===== src/rtl/uart_fifo_ctrl.sv =====
// -----------------------------------------------------------------------------
// uart_fifo_ctrl
//   Full-duplex UART with a TX FIFO feeding a transmit bit engine and an RX bit
//   engine feeding an RX FIFO. Character width, parity mode, stop bits, line
//   rate and FIFO depth are parameters. RX entries carry per-character parity
//   and framing error flags; a sticky overrun flag records characters dropped
//   because the RX FIFO was full.
//
// Ports
//   sys_clk, rst_n          clock (rising edge), asynchronous active-low reset
//   uart_rx / uart_tx       serial line in (asynchronous) / out (idles high)
//   tx_wr_en, tx_data_in    push a character into the TX FIFO
//   tx_full, tx_level       TX FIFO full flag and fill level
//   tx_busy                 high from start bit through last stop bit
//   rx_rd_en                pop the RX FIFO head
//   rx_data_out             RX FIFO head data (valid while !rx_empty)
//   rx_parity_err           parity error flag of head entry
//   rx_frame_err            framing error flag of head entry
//   rx_empty, rx_level      RX FIFO empty flag and fill level
//   rx_overrun, clr_overrun sticky drop flag and its clear (new overrun wins)
// -----------------------------------------------------------------------------

// Synchronous FIFO with registered level/full/empty and show-ahead head.
module uart_fifo_sync #(
  parameter int W  = 8,
  parameter int AW = 4
) (
  input  logic          clk,
  input  logic          rst_n,
  input  logic          wr_en,
  input  logic [W-1:0]  wr_data,
  input  logic          rd_en,
  output logic [W-1:0]  rd_data,
  output logic          full,
  output logic          empty,
  output logic [AW:0]   level
);
  localparam int DEPTH = 1 << AW;
  localparam logic [AW:0] FULL_LVL = (AW+1)'(DEPTH);

  logic [W-1:0]  mem_r [DEPTH];
  logic [AW-1:0] wr_ptr_r;
  logic [AW-1:0] rd_ptr_r;
  logic [AW:0]   level_r;
  logic          full_r;
  logic          empty_r;
  logic          wr_ok_s;
  logic          rd_ok_s;
  logic [AW:0]   level_nxt_s;

  // Accept/reject decisions use the pre-edge flags; next fill level.
  always_comb begin
    wr_ok_s     = wr_en & ~full_r;
    rd_ok_s     = rd_en & ~empty_r;
    level_nxt_s = level_r;
    if (wr_ok_s && !rd_ok_s) begin
      level_nxt_s = level_r + 1'b1;
    end else if (!wr_ok_s && rd_ok_s) begin
      level_nxt_s = level_r - 1'b1;
    end else begin
      level_nxt_s = level_r;
    end
  end

  // Storage, pointers and status flags.
  always_ff @(posedge clk or negedge rst_n) begin
    if (!rst_n) begin
      for (int i = 0; i < DEPTH; i++) begin
        mem_r[i] <= '0;
      end
      wr_ptr_r <= '0;
      rd_ptr_r <= '0;
      level_r  <= '0;
      full_r   <= 1'b0;
      empty_r  <= 1'b1;
    end else begin
      if (wr_ok_s) begin
        mem_r[wr_ptr_r] <= wr_data;
        wr_ptr_r        <= wr_ptr_r + 1'b1;
      end
      if (rd_ok_s) begin
        rd_ptr_r <= rd_ptr_r + 1'b1;
      end
      level_r <= level_nxt_s;
      full_r  <= (level_nxt_s == FULL_LVL);
      empty_r <= (level_nxt_s == '0);
    end
  end

  assign rd_data = mem_r[rd_ptr_r];
  assign full    = full_r;
  assign empty   = empty_r;
  assign level   = level_r;
endmodule

module uart_fifo_ctrl #(
  parameter int CLK_FREQ_MHZ    = 200,
  parameter int BAUD_RATE       = 115200,
  parameter int DATA_BITS       = 8,
  parameter int PARITY          = 0,
  parameter int STOP_BITS       = 1,
  parameter int FIFO_DEPTH_LOG2 = 4
) (
  input  logic                     sys_clk,
  input  logic                     rst_n,
  input  logic                     uart_rx,
  output logic                     uart_tx,
  input  logic                     tx_wr_en,
  input  logic [DATA_BITS-1:0]     tx_data_in,
  output logic                     tx_full,
  output logic [FIFO_DEPTH_LOG2:0] tx_level,
  output logic                     tx_busy,
  input  logic                     rx_rd_en,
  output logic [DATA_BITS-1:0]     rx_data_out,
  output logic                     rx_parity_err,
  output logic                     rx_frame_err,
  output logic                     rx_empty,
  output logic [FIFO_DEPTH_LOG2:0] rx_level,
  output logic                     rx_overrun,
  input  logic                     clr_overrun
);
  localparam int AW           = FIFO_DEPTH_LOG2;
  localparam int CLKS_PER_BIT = (CLK_FREQ_MHZ * 1_000_000) / BAUD_RATE;
  localparam int STOP_CLKS    = STOP_BITS * CLKS_PER_BIT;
  localparam int CW           = $clog2(STOP_CLKS + 1);
  localparam int IW           = $clog2(DATA_BITS);
  localparam logic [CW-1:0] BIT_END   = CW'(CLKS_PER_BIT - 1);
  localparam logic [CW-1:0] STOP_END  = CW'(STOP_CLKS - 1);
  localparam logic [CW-1:0] HALF_END  = CW'(CLKS_PER_BIT / 2 - 1);
  localparam logic [IW-1:0] BIT_LAST  = IW'(DATA_BITS - 1);
  localparam logic [IW-1:0] STOP_LAST = IW'(STOP_BITS - 1);

  // Parity bit that accompanies a character (0 when parity is disabled).
  function automatic logic calc_parity(input logic [DATA_BITS-1:0] d);
    logic p;
    case (PARITY)
      1:       p = ~^d;
      2:       p = ^d;
      default: p = 1'b0;
    endcase
    return p;
  endfunction

  typedef enum logic [2:0] {TX_IDLE, TX_START, TX_DATA, TX_PARITY, TX_STOP} tx_state_t;
  typedef enum logic [2:0] {RX_IDLE, RX_START, RX_DATA, RX_PARITY, RX_STOP} rx_state_t;

  // ---------------------------------------------------------------- TX path
  logic                 tx_empty_s;
  logic [DATA_BITS-1:0] tx_head_s;
  logic                 tx_pop_s;
  tx_state_t            tx_state_r, tx_state_s;
  logic [CW-1:0]        tx_cnt_r, tx_cnt_s;
  logic [IW-1:0]        tx_idx_r, tx_idx_s;
  logic [DATA_BITS-1:0] tx_shift_r, tx_shift_s;
  logic                 tx_par_r, tx_par_s;
  logic                 tx_bit_s;
  logic                 uart_tx_r;
  logic                 tx_busy_r;

  uart_fifo_sync #(.W(DATA_BITS), .AW(AW)) u_tx_fifo (
    .clk     (sys_clk),
    .rst_n   (rst_n),
    .wr_en   (tx_wr_en),
    .wr_data (tx_data_in),
    .rd_en   (tx_pop_s),
    .rd_data (tx_head_s),
    .full    (tx_full),
    .empty   (tx_empty_s),
    .level   (tx_level)
  );

  // TX next-state: the end of a stop period chains straight into the next
  // start bit when more data is queued, so back-to-back frames have no gap.
  always_comb begin
    tx_state_s = tx_state_r;
    tx_cnt_s   = tx_cnt_r + 1'b1;
    tx_idx_s   = tx_idx_r;
    tx_shift_s = tx_shift_r;
    tx_par_s   = tx_par_r;
    tx_pop_s   = 1'b0;
    tx_bit_s   = 1'b1;
    case (tx_state_r)
      TX_IDLE: begin
        tx_bit_s = 1'b1;
        tx_cnt_s = '0;
        if (!tx_empty_s) begin
          tx_pop_s   = 1'b1;
          tx_shift_s = tx_head_s;
          tx_par_s   = calc_parity(tx_head_s);
          tx_state_s = TX_START;
        end else begin
          tx_state_s = TX_IDLE;
        end
      end
      TX_START: begin
        tx_bit_s = 1'b0;
        if (tx_cnt_r == BIT_END) begin
          tx_cnt_s   = '0;
          tx_idx_s   = '0;
          tx_state_s = TX_DATA;
        end else begin
          tx_state_s = TX_START;
        end
      end
      TX_DATA: begin
        tx_bit_s = tx_shift_r[0];
        if (tx_cnt_r == BIT_END) begin
          tx_cnt_s = '0;
          if (tx_idx_r == BIT_LAST) begin
            tx_state_s = (PARITY != 0) ? TX_PARITY : TX_STOP;
          end else begin
            tx_idx_s   = tx_idx_r + 1'b1;
            tx_shift_s = {1'b0, tx_shift_r[DATA_BITS-1:1]};
          end
        end else begin
          tx_state_s = TX_DATA;
        end
      end
      TX_PARITY: begin
        tx_bit_s = tx_par_r;
        if (tx_cnt_r == BIT_END) begin
          tx_cnt_s   = '0;
          tx_state_s = TX_STOP;
        end else begin
          tx_state_s = TX_PARITY;
        end
      end
      TX_STOP: begin
        tx_bit_s = 1'b1;
        if (tx_cnt_r == STOP_END) begin
          tx_cnt_s = '0;
          if (!tx_empty_s) begin
            tx_pop_s   = 1'b1;
            tx_shift_s = tx_head_s;
            tx_par_s   = calc_parity(tx_head_s);
            tx_state_s = TX_START;
          end else begin
            tx_state_s = TX_IDLE;
          end
        end else begin
          tx_state_s = TX_STOP;
        end
      end
      default: begin
        tx_cnt_s   = '0;
        tx_state_s = TX_IDLE;
      end
    endcase
  end

  // TX state register; the line and busy flag are registered from the
  // current state, so both lag the state by one cycle uniformly.
  always_ff @(posedge sys_clk or negedge rst_n) begin
    if (!rst_n) begin
      tx_state_r <= TX_IDLE;
      tx_cnt_r   <= '0;
      tx_idx_r   <= '0;
      tx_shift_r <= '0;
      tx_par_r   <= 1'b0;
      uart_tx_r  <= 1'b1;
      tx_busy_r  <= 1'b0;
    end else begin
      tx_state_r <= tx_state_s;
      tx_cnt_r   <= tx_cnt_s;
      tx_idx_r   <= tx_idx_s;
      tx_shift_r <= tx_shift_s;
      tx_par_r   <= tx_par_s;
      uart_tx_r  <= tx_bit_s;
      tx_busy_r  <= (tx_state_r != TX_IDLE);
    end
  end

  assign uart_tx = uart_tx_r;
  assign tx_busy = tx_busy_r;

  // ---------------------------------------------------------------- RX path
  logic                   rx_sync1_r, rx_sync2_r, rx_prev_r;
  rx_state_t              rx_state_r, rx_state_s;
  logic [CW-1:0]          rx_cnt_r, rx_cnt_s;
  logic [IW-1:0]          rx_idx_r, rx_idx_s;
  logic [DATA_BITS-1:0]   rx_shift_r, rx_shift_s;
  logic                   rx_perr_r, rx_perr_s;
  logic                   rx_ferr_r, rx_ferr_s;
  logic                   rx_push_s;
  logic                   ovr_set_s;
  logic [DATA_BITS+1:0]   rx_entry_s;
  logic [DATA_BITS+1:0]   rx_head_s;
  logic                   rx_full_s;
  logic                   rx_overrun_r;

  uart_fifo_sync #(.W(DATA_BITS + 2), .AW(AW)) u_rx_fifo (
    .clk     (sys_clk),
    .rst_n   (rst_n),
    .wr_en   (rx_push_s),
    .wr_data (rx_entry_s),
    .rd_en   (rx_rd_en),
    .rd_data (rx_head_s),
    .full    (rx_full_s),
    .empty   (rx_empty),
    .level   (rx_level)
  );

  // Two-flop synchroniser plus previous-sample for falling-edge detection.
  always_ff @(posedge sys_clk or negedge rst_n) begin
    if (!rst_n) begin
      rx_sync1_r <= 1'b1;
      rx_sync2_r <= 1'b1;
      rx_prev_r  <= 1'b1;
    end else begin
      rx_sync1_r <= uart_rx;
      rx_sync2_r <= rx_sync1_r;
      rx_prev_r  <= rx_sync2_r;
    end
  end

  // RX next-state. A start only triggers on a falling edge, so a held-low
  // line after a bad stop bit cannot re-arm until it has returned high.
  always_comb begin
    rx_state_s = rx_state_r;
    rx_cnt_s   = rx_cnt_r + 1'b1;
    rx_idx_s   = rx_idx_r;
    rx_shift_s = rx_shift_r;
    rx_perr_s  = rx_perr_r;
    rx_ferr_s  = rx_ferr_r;
    rx_push_s  = 1'b0;
    ovr_set_s  = 1'b0;
    rx_entry_s = {rx_ferr_r, rx_perr_r, rx_shift_r};
    case (rx_state_r)
      RX_IDLE: begin
        rx_cnt_s = '0;
        if (rx_prev_r && !rx_sync2_r) begin
          rx_state_s = RX_START;
        end else begin
          rx_state_s = RX_IDLE;
        end
      end
      RX_START: begin
        // Mid start bit: a line back high means the edge was a glitch.
        if (rx_cnt_r == HALF_END) begin
          rx_cnt_s = '0;
          if (rx_sync2_r) begin
            rx_state_s = RX_IDLE;
          end else begin
            rx_idx_s   = '0;
            rx_perr_s  = 1'b0;
            rx_ferr_s  = 1'b0;
            rx_state_s = RX_DATA;
          end
        end else begin
          rx_state_s = RX_START;
        end
      end
      RX_DATA: begin
        if (rx_cnt_r == BIT_END) begin
          rx_cnt_s   = '0;
          rx_shift_s = {rx_sync2_r, rx_shift_r[DATA_BITS-1:1]};
          if (rx_idx_r == BIT_LAST) begin
            rx_idx_s   = '0;
            rx_state_s = (PARITY != 0) ? RX_PARITY : RX_STOP;
          end else begin
            rx_idx_s = rx_idx_r + 1'b1;
          end
        end else begin
          rx_state_s = RX_DATA;
        end
      end
      RX_PARITY: begin
        if (rx_cnt_r == BIT_END) begin
          rx_cnt_s   = '0;
          rx_idx_s   = '0;
          rx_perr_s  = (calc_parity(rx_shift_r) != rx_sync2_r);
          rx_state_s = RX_STOP;
        end else begin
          rx_state_s = RX_PARITY;
        end
      end
      RX_STOP: begin
        if (rx_cnt_r == BIT_END) begin
          rx_cnt_s  = '0;
          rx_ferr_s = rx_ferr_r | ~rx_sync2_r;
          if (rx_idx_r == STOP_LAST) begin
            rx_entry_s = {rx_ferr_s, rx_perr_r, rx_shift_r};
            if (rx_full_s) begin
              ovr_set_s = 1'b1;
            end else begin
              rx_push_s = 1'b1;
            end
            rx_state_s = RX_IDLE;
          end else begin
            rx_idx_s = rx_idx_r + 1'b1;
          end
        end else begin
          rx_state_s = RX_STOP;
        end
      end
      default: begin
        rx_cnt_s   = '0;
        rx_state_s = RX_IDLE;
      end
    endcase
  end

  // RX state register.
  always_ff @(posedge sys_clk or negedge rst_n) begin
    if (!rst_n) begin
      rx_state_r <= RX_IDLE;
      rx_cnt_r   <= '0;
      rx_idx_r   <= '0;
      rx_shift_r <= '0;
      rx_perr_r  <= 1'b0;
      rx_ferr_r  <= 1'b0;
    end else begin
      rx_state_r <= rx_state_s;
      rx_cnt_r   <= rx_cnt_s;
      rx_idx_r   <= rx_idx_s;
      rx_shift_r <= rx_shift_s;
      rx_perr_r  <= rx_perr_s;
      rx_ferr_r  <= rx_ferr_s;
    end
  end

  // Sticky overrun flag; a new drop outranks a same-cycle clear.
  always_ff @(posedge sys_clk or negedge rst_n) begin
    if (!rst_n) begin
      rx_overrun_r <= 1'b0;
    end else if (ovr_set_s) begin
      rx_overrun_r <= 1'b1;
    end else if (clr_overrun) begin
      rx_overrun_r <= 1'b0;
    end else begin
      rx_overrun_r <= rx_overrun_r;
    end
  end

  assign rx_overrun    = rx_overrun_r;
  assign rx_frame_err  = rx_head_s[DATA_BITS+1];
  assign rx_parity_err = rx_head_s[DATA_BITS];
  assign rx_data_out   = rx_head_s[DATA_BITS-1:0];
endmodule


===== config.mk =====
export PLATFORM = sky130hd
export DESIGN_NAME = uart_fifo_ctrl
export DESIGN_NICKNAME = d
export VERILOG_FILES = /design/src/rtl/uart_fifo_ctrl.sv
export SDC_FILE = /design/constraint.sdc
export NUM_CORES = 1
export LEC_CHECK = 0
export ABC_AREA = 1
export BUFFER_PORTS_ARGS = -buffer_cell sky130_fd_sc_hd__buf_4
export CORE_ASPECT_RATIO = 1.1
export CORE_MARGIN = 1
export CORE_UTILIZATION = 58
export DETAILED_ROUTE_END_ITERATION = 16
export GPL_TIMING_DRIVEN = 0
export PLACE_DENSITY = 0.77
export REMOVE_ABC_BUFFERS = 1
export SYNTH_ARGS = -nofsm -noshare
export SYNTH_HDL_FRONTEND = slang
export SYNTH_SLANG_ARGS = --single-unit

===== constraint.sdc =====
create_clock -name sys_clk -period 2.8 [get_ports sys_clk]
set_input_delay 0.28 -clock sys_clk [delete_from_list [all_inputs] [get_ports sys_clk]]
set_output_delay 0.28 -clock sys_clk [all_outputs]
set_load 0.05 [all_outputs]

==> impl_metrics.py, run 1 <==
metrics = {
    "logic_synthesis": {
        "netlist_area_um2": 18000,
        "synthTopCellsByArea": "dfrtp_1 52%, o21ai_0 9.5%, nand2_1 8.1%, a21oi_1 4.7%, inv_1 4.6%",
        "yosysTopAreaCell": "dfrtp_1",
        "avgSynthCellArea_um2": 8.56,
        "synth-seq-area-share_pct": 52.5,
        "synth_top_area_share_pct": 51.6,
        "synth_edf_count": 0,
        "synth_most_common_cell": "nand2_1",
        "ys_async_sr_fraction_pct": 100,
        "yosys-top-cells-count": "388 x nand2_1, 371 x dfrtp_1, 342 x o21ai_0, 221 x inv_1, 169 x a21oi_1",
        "synthFlopType": "dfrtp_1",
        "syn_inst": 2101,
        "ys_warn_count": 0,
        "synth.distinct_cells": 47,
        "ys_ff_latch": 377,
    },
    "die": {
        "die_w_um": 170,
        "io_pins": 39,
        "die_y_um": 187,
        "start_util_pct": 59.0,
        "die-area_um2": 31700,
        "rows": 67,
        "core-area_um2": 30500,
    },
    "place": {
        "dpl-instance-area_um2": 18500,
        "place.gp.congestion": 0.859,
        "port_buffers": 38,
        "dp_hpwl_um": 26600,
        "place_inst": 2454,
    },
    "cts": {
        "htree_levels": 2,
        "numCtsBuffers": 39,
        "clkSinkCount": 377,
        "clockRootBuffer": "clkbuf_16",
        "cts_tree": "done",
        "worstSkewPairLatency_ns": 0.52,
        "clk_pin_slew_ns": 0.06,
        "clock_path_buffers": 3,
    },
    "sta": {
        "rsz0062_at_grt": "true",
        "hold_viol_final": 0,
        "fmax_mhz": 370,
        "drv_slew": 0,
        "period_share_pct": 96.4,
        "slew-limit-headroom_pct": 36.8,
        "period_minus_slack_ns": 2.70,
        "setup_viol_count_final": 0,
        "fin_skew_ns": 0.0113,
        "worst_pin_slew_ns": 0.945,
    },
    "setup_path": {
        "crit_fanout": 20,
        "crit_chain": "ha_1, nand3_1, nor4_1, nand2_1, nor3_2, nand4_1, o21ai_0",
        "endpoint_kind": "flop",
        "worstSetupStartpointType": "flop",
        "path_class": "reg2reg",
        "cp.buffers_inverters": 0,
        "cp_data_arrival_time_ns": 3.10,
        "cp_top_family": "simple AND/OR/NAND/NOR gates",
        "worstPathRequired_ns": 3.20,
        "slowest_stage": "nand4_1",
        "max_stage_delay_ns": 0.75,
    },
    "routing": {
        "vias": 14400,
        "viasPerCell": 5.68,
        "first_iter_violations": 1336,
        "dr.pass1.iters": 8,
        "drc": 0,
        "ant_nets": 0,
        "wl_um": 42800,
        "wl_per_cell_um": 16.9,
    },
    "grt": {
        "antenna_found_initial": 0,
        "grt_pass1_wl_um": 70100,
        "grtUsageTotal_pct": 27.5,
        "first_global_vias": 14100,
        "grt_overflow": 0,
        "grt_start_max_net_pins": 110,
    },
    "cells_and_area": {
        "stdcell_count": 2533,
        "diodes": 0,
        "drive_above_1_share_pct": 9.72,
        "areaGrowthSynthToFinish_pct": 10.9,
        "fin_nets": 2125,
        "design_area_um2": 20000,
    },
    "pwr": {
        "p_leak_nw": 9.41,
        "power.density_nw_per_um2": 912,
        "peakVddDrop_mv": 0.730,
    },
    "status": {
        "status": "finished clean",
    },
    "worst_hold_path": {
        "hold_class": "in2reg",
    },
    "run": {
        "maxCapViolations": 0,
    },
}
==> final timing paths <==
| path | endpoint | slack [ns] | depth (start not counted) | startpoint |
|---|---|---|---|---|
| max | u_rx_fifo.mem_r[84] | 0.10 | 7 | rx_cnt_r[0] |
| min | u_tx_fifo.mem_r[80] | 0.05 | 3 | tx_data_in[0] |
| max reg2reg | u_rx_fifo.mem_r[84] | 0.10 | 7 | rx_cnt_r[0] |
| min reg2reg | rx_sync2_r | 0.35 | 0 | rx_sync1_r |
| max in group asynchronous | u_tx_fifo.rd_ptr_r[1] | 1.06 | 4 | rst_n |
| min in group asynchronous | u_rx_fifo.mem_r[145] | 0.33 | 2 | rst_n |
==> stage by stage <==
step                      util (%)  hold WS (ns)  total power [mW]  setup WS [ns]  TNS (ns)
after detailed placement      60.5         0.312              12.7         -0.149    -0.885
after global placement        60.0         0.347              12.4          -3.49   -834.09
after CTS                     65.0        0.0249              18.0        0.00836         0
after global routing          65.4        0.0377              19.3         -0.148     -1.02
after floorplan                  -       -0.0156              11.0          -1.46    -17.03
final                         65.4        0.0471              18.2          0.101         0
==> cell usage in the layout (no fill, tap or decap), types with 9 or more instances in the layout <==
cell | netlist | routed
clkinv_1 | 10 | 9
nor2_2 | 4 | 15
dfrtp_1 | 371 | 366
nor2_1 | 152 | 141
nor2_8 | 11 | 11
buf_4 | 0 | 39
o211ai_1 | 20 | 20
xor2_1 | 20 | 20
ha_1 | 21 | 21
nand3_1 | 134 | 134
nand4_1 | 14 | 14
mux2_2 | 34 | 34
clkbuf_16 | 0 | 42
o21ai_1 | 1 | 9
inv_1 | 221 | 218
nand2_1 | 388 | 388
clkbuf_1 | 81 | 12
a21oi_1 | 169 | 169
o21ai_0 | 342 | 334
nor3_1 | 16 | 15
==> worst reg2reg max path: stages, from the launching register on <==
cell and delay, ns:
dfrtp_1 0.39, ha_1 0.24, nand3_1 0.11, nor4_1 0.22, nand2_1 0.18, nor3_2 0.20
nand4_1 0.75, o21ai_0 0.50
==> state kept, by name, summed over array words and instances, names as in the netlist, 3 cells and up <==
name                cells
u_rx_fifo.mem_r       160
u_tx_fifo.level         5
tx_state_r              3
u_rx_fifo.rd_ptr_r      4
u_tx_fifo.wr_ptr_r      4
u_rx_fifo.level         5
rx_idx_r                3
u_tx_fifo.mem_r       128
tx_shift_r              8
u_rx_fifo.wr_ptr_r      4
rx_state_r              3
rx_cnt_r               11
u_tx_fifo.rd_ptr_r      4
tx_cnt_r               11
tx_idx_r                3
rx_shift_r              8
==> area by class of cell <==
| cell class | instances | area, µm² |
|---|---|---|
| tap | 414 | 518 |
| clock buffer | 59 | 1150 |
| timing repair buffer | 53 | 566 |
| sequential | 377 | 9460 |
| inverter | 234 | 905 |
| multi-input combinational | 1385 | 7220 |
| fill | 2524 | 10600 |
| clock inverter | 11 | 136 |
==> routing by layer <==
metal	wire [µm]	part of all wire [%]	up-vias	global-route usage, %
li1	-	-	6891	-
met2	20900	49	477	46.3
met5	0	0	-	0
met3	2650	6.2	99	4.24
met1	17900	42	6915	36.1
met4	1380	3.2	0	9.36
==> report_power, final <==
group	leakage (nW)	total, mW	switching, mW	internal [mW]
sequential	4.90	7.33	0.762	6.57
combinational	3.88	5.64	3.73	1.91
clock	0.633	5.23	2.11	3.12
total	9.41	18.2	6.60	11.6
==> timing repair <==
item	in CTS	in global routing
setup endpoints to repair	11	104
hold buffers	4	0
gates cloned	0	1
hold endpoints to repair	88	0
setup buffers	3	1
pin swaps	1	1
resized for setup	6	28
==> kinds of logic (layout without fill, tap and decap cells) <==
family	count (synthesis)	in the layout	synth area share, %
simple gates	748	748	18.9
flops	377	377	52.5
buf+inv	339	357	7.60
xor+xnor	23	23	1.12
compound gates	555	555	16.1
mux	38	38	2.38
fa+ha+maj	21	21	1.46
Note: power is estimated with default switching activity, not from simulation.
==> run 2, diff against run 1 <==
Settings changed: CTS_BUF_LIST set to sky130_fd_sc_hd__clkbuf_8.
==> run 2 against run 1 <==
Wire length increased by 1.7%. Cell area increased by 0.41%. Non-clock buffer count increased by 10. Hold slack improved by 0.16 ns. Combinational power increased by 3%.
==> impl_metrics.py, run 2 (synthesized netlist as in run 1, its figures left out) <==
metrics = {
    "place": {
        "dpl-instance-area_um2": 18500,
        "place.gp.congestion": 0.859,
        "place_ws_ns": -0.149,
        "dp_hpwl_um": 26600,
        "port_buffers": 38,
        "place_inst": 2454,
    },
    "sta": {
        "fmax_mhz": 367,
        "drv_slew": 0,
        "tns_ns": 0,
        "hold_viol_final": 0,
        "period_share_pct": 97.2,
        "slew-limit-headroom_pct": 34.6,
        "period_minus_slack_ns": 2.72,
        "layout_setup_ws_ns": 0.0777,
        "fin_skew_ns": 0.0312,
        "setup_viol_count_final": 0,
        "worst_pin_slew_ns": 0.977,
        "rsz0062_at_grt": "true",
    },
    "setup_path": {
        "crit_chain": "buf_12, inv_12, clkbuf_16, o21ai_0, nand3_1, nand3_1, nand2_1, buf_4",
        "cp_data_arrival_time_ns": 2.44,
        "worstPathRequired_ns": 2.52,
        "crit_fanout": 29,
        "path_class": "reg2out",
        "max_stage_delay_ns": 0.49,
        "endpoint_kind": "output port",
        "slowest_stage": "dfrtp_4",
        "cp_common_cell": "nand3_1",
        "worstSetupStartpointType": "flop",
    },
    "grt": {
        "grtUsageTotal_pct": 27.7,
        "grt_start_max_net_pins": 110,
        "use_met3_pct": 4.03,
        "antenna_found_initial": 0,
        "grt_pass1_wl_um": 70800,
        "use_met1_pct": 36.9,
        "top_usage_layer": "met2",
        "grt_use_met2_pct": 46.1,
        "grt_overflow": 0,
        "first_global_vias": 14300,
    },
    "cells_and_area": {
        "final_cell_mix": "388 x nand2_1, 366 x dfrtp_1, 336 x o21ai_0, 239 x inv_1, 169 x a21oi_1",
        "layout.cells.most_common": "nand2_1",
        "top_regs": "u_rx_fifo.mem_r: 160 flops, u_tx_fifo.mem_r: 128 flops",
        "stdcell_count": 2583,
        "top_register": "u_rx_fifo.mem_r",
        "areaGrowthSynthToFinish_pct": 11.4,
        "largest_reg_flops": 160,
        "drive_above_1_share_pct": 11.0,
        "diodes": 0,
        "design_area_um2": 20000,
        "fin_nets": 2156,
    },
    "die": {
        "start_util_pct": 59.0,
        "die_w_um": 170,
        "io_pins": 39,
        "die_y_um": 187,
        "core-area_um2": 30500,
        "die-area_um2": 31700,
        "rows": 67,
    },
    "pwr": {
        "pwr-share-comb_pct": 32.4,
        "p_sw_mw": 6.77,
        "seqPwrFrac_pct": 40.8,
        "p_leak_nw": 9.56,
        "p_total_mw": 17.9,
        "internal-power_mw": 11.2,
        "p_sw_share_pct": 37.7,
        "p_clk_share_pct": 26.7,
        "peakVddDrop_mv": 0.638,
        "power.density_nw_per_um2": 895,
    },
    "cts": {
        "clkSinkCount": 377,
        "clockRootBuffer": "clkbuf_8",
        "clock_path_buffers": 3,
        "cts_tree": "done",
        "worstSkewPairLatency_ns": 0.61,
        "clk_pin_slew_ns": 0.07,
        "numCtsBuffers": 60,
        "htree_levels": 2,
    },
    "routing": {
        "first_iter_violations": 1350,
        "dr.pass1.iters": 5,
        "viasPerCell": 5.66,
        "ant_nets": 0,
        "wl_um": 43500,
        "drc": 0,
        "wl_per_cell_um": 16.9,
        "vias": 14600,
    },
    "worst_hold_path": {
        "hold_class": "in2reg",
    },
    "run": {
        "maxCapViolations": 0,
    },
    "status": {
        "status": "finished clean",
    },
}
run 2: worst paths after layout:
check / startpoint / end / slack [ns] / cells past startpoint
setup / recovery: u_rx_fifo.rd_ptr_r[0] / rx_data_out[6] / 0.08 / 8
max in group asynchronous: rst_n / u_tx_fifo.rd_ptr_r[1] / 1.13 / 4
min in group asynchronous: rst_n / u_rx_fifo.mem_r[145] / 0.24 / 2
hold reg to reg: rx_sync1_r / rx_sync2_r / 0.36 / 0
setup reg to reg: rx_cnt_r[0] / u_rx_fifo.mem_r[84] / 0.09 / 7
hold / removal: rx_rd_en / u_rx_fifo.rd_ptr_r[2] / 0.21 / 5
run 2: routing by layer:
layer / routed length, µm / share of wire, % / vias up
li1: - / - / 6970
met1: 18500 / 42 / 7037
met2: 21300 / 49 / 518
met3: 2570 / 5.9 / 94
met4: 1140 / 2.6 / 0
met5: 0 / 0 / -
run 2: final cells by class:
type,instances,area [µm²]
Fill cell,2538,10500
Clock inverter,35,208
Clock buffer,75,1030
Multi-Input combinational cell,1385,7220
Inverter,234,907
Sequential cell,377,9460
Timing Repair Buffer,63,701
Tap cell,414,518
run 2: power groups by stage:
stage               sequential (mW)  combinational (mW)  clock, mW
finish                         7.32                5.82       4.79
global route                   7.43                6.42       5.12
CTS                            7.31                5.51       4.85
detailed placement             7.49                5.18          0
global placement               7.52                4.90          0
floorplan                      7.51                3.45          0
run 2: critical path, delay by kind of cell (launching register included):
kind	cells	cell delay (ns)
AOI/OAI and AO/OA	1	0.34
and+or+nand+nor	3	0.33
DFF	1	0.49
buffers and inverters	4	0.68
run 2: through the flow:
step                hold WS [ns]  util, %
detailed placement         0.312     60.5
finish                     0.208     65.7
global placement           0.347     60.0
floorplan                -0.0156        -
global route               0.230     65.7
CTS                        0.161     65.2
run 2: timing repair:
item                                    CTS  global route
buffers inserted                          4             1
gates cloned                              0             3
endpoints found under the hold margin   131             0
hold buffers                             11             0
pin swaps                                 0             3
endpoints found under the setup margin   10           112
gates resized for setup                   9            22
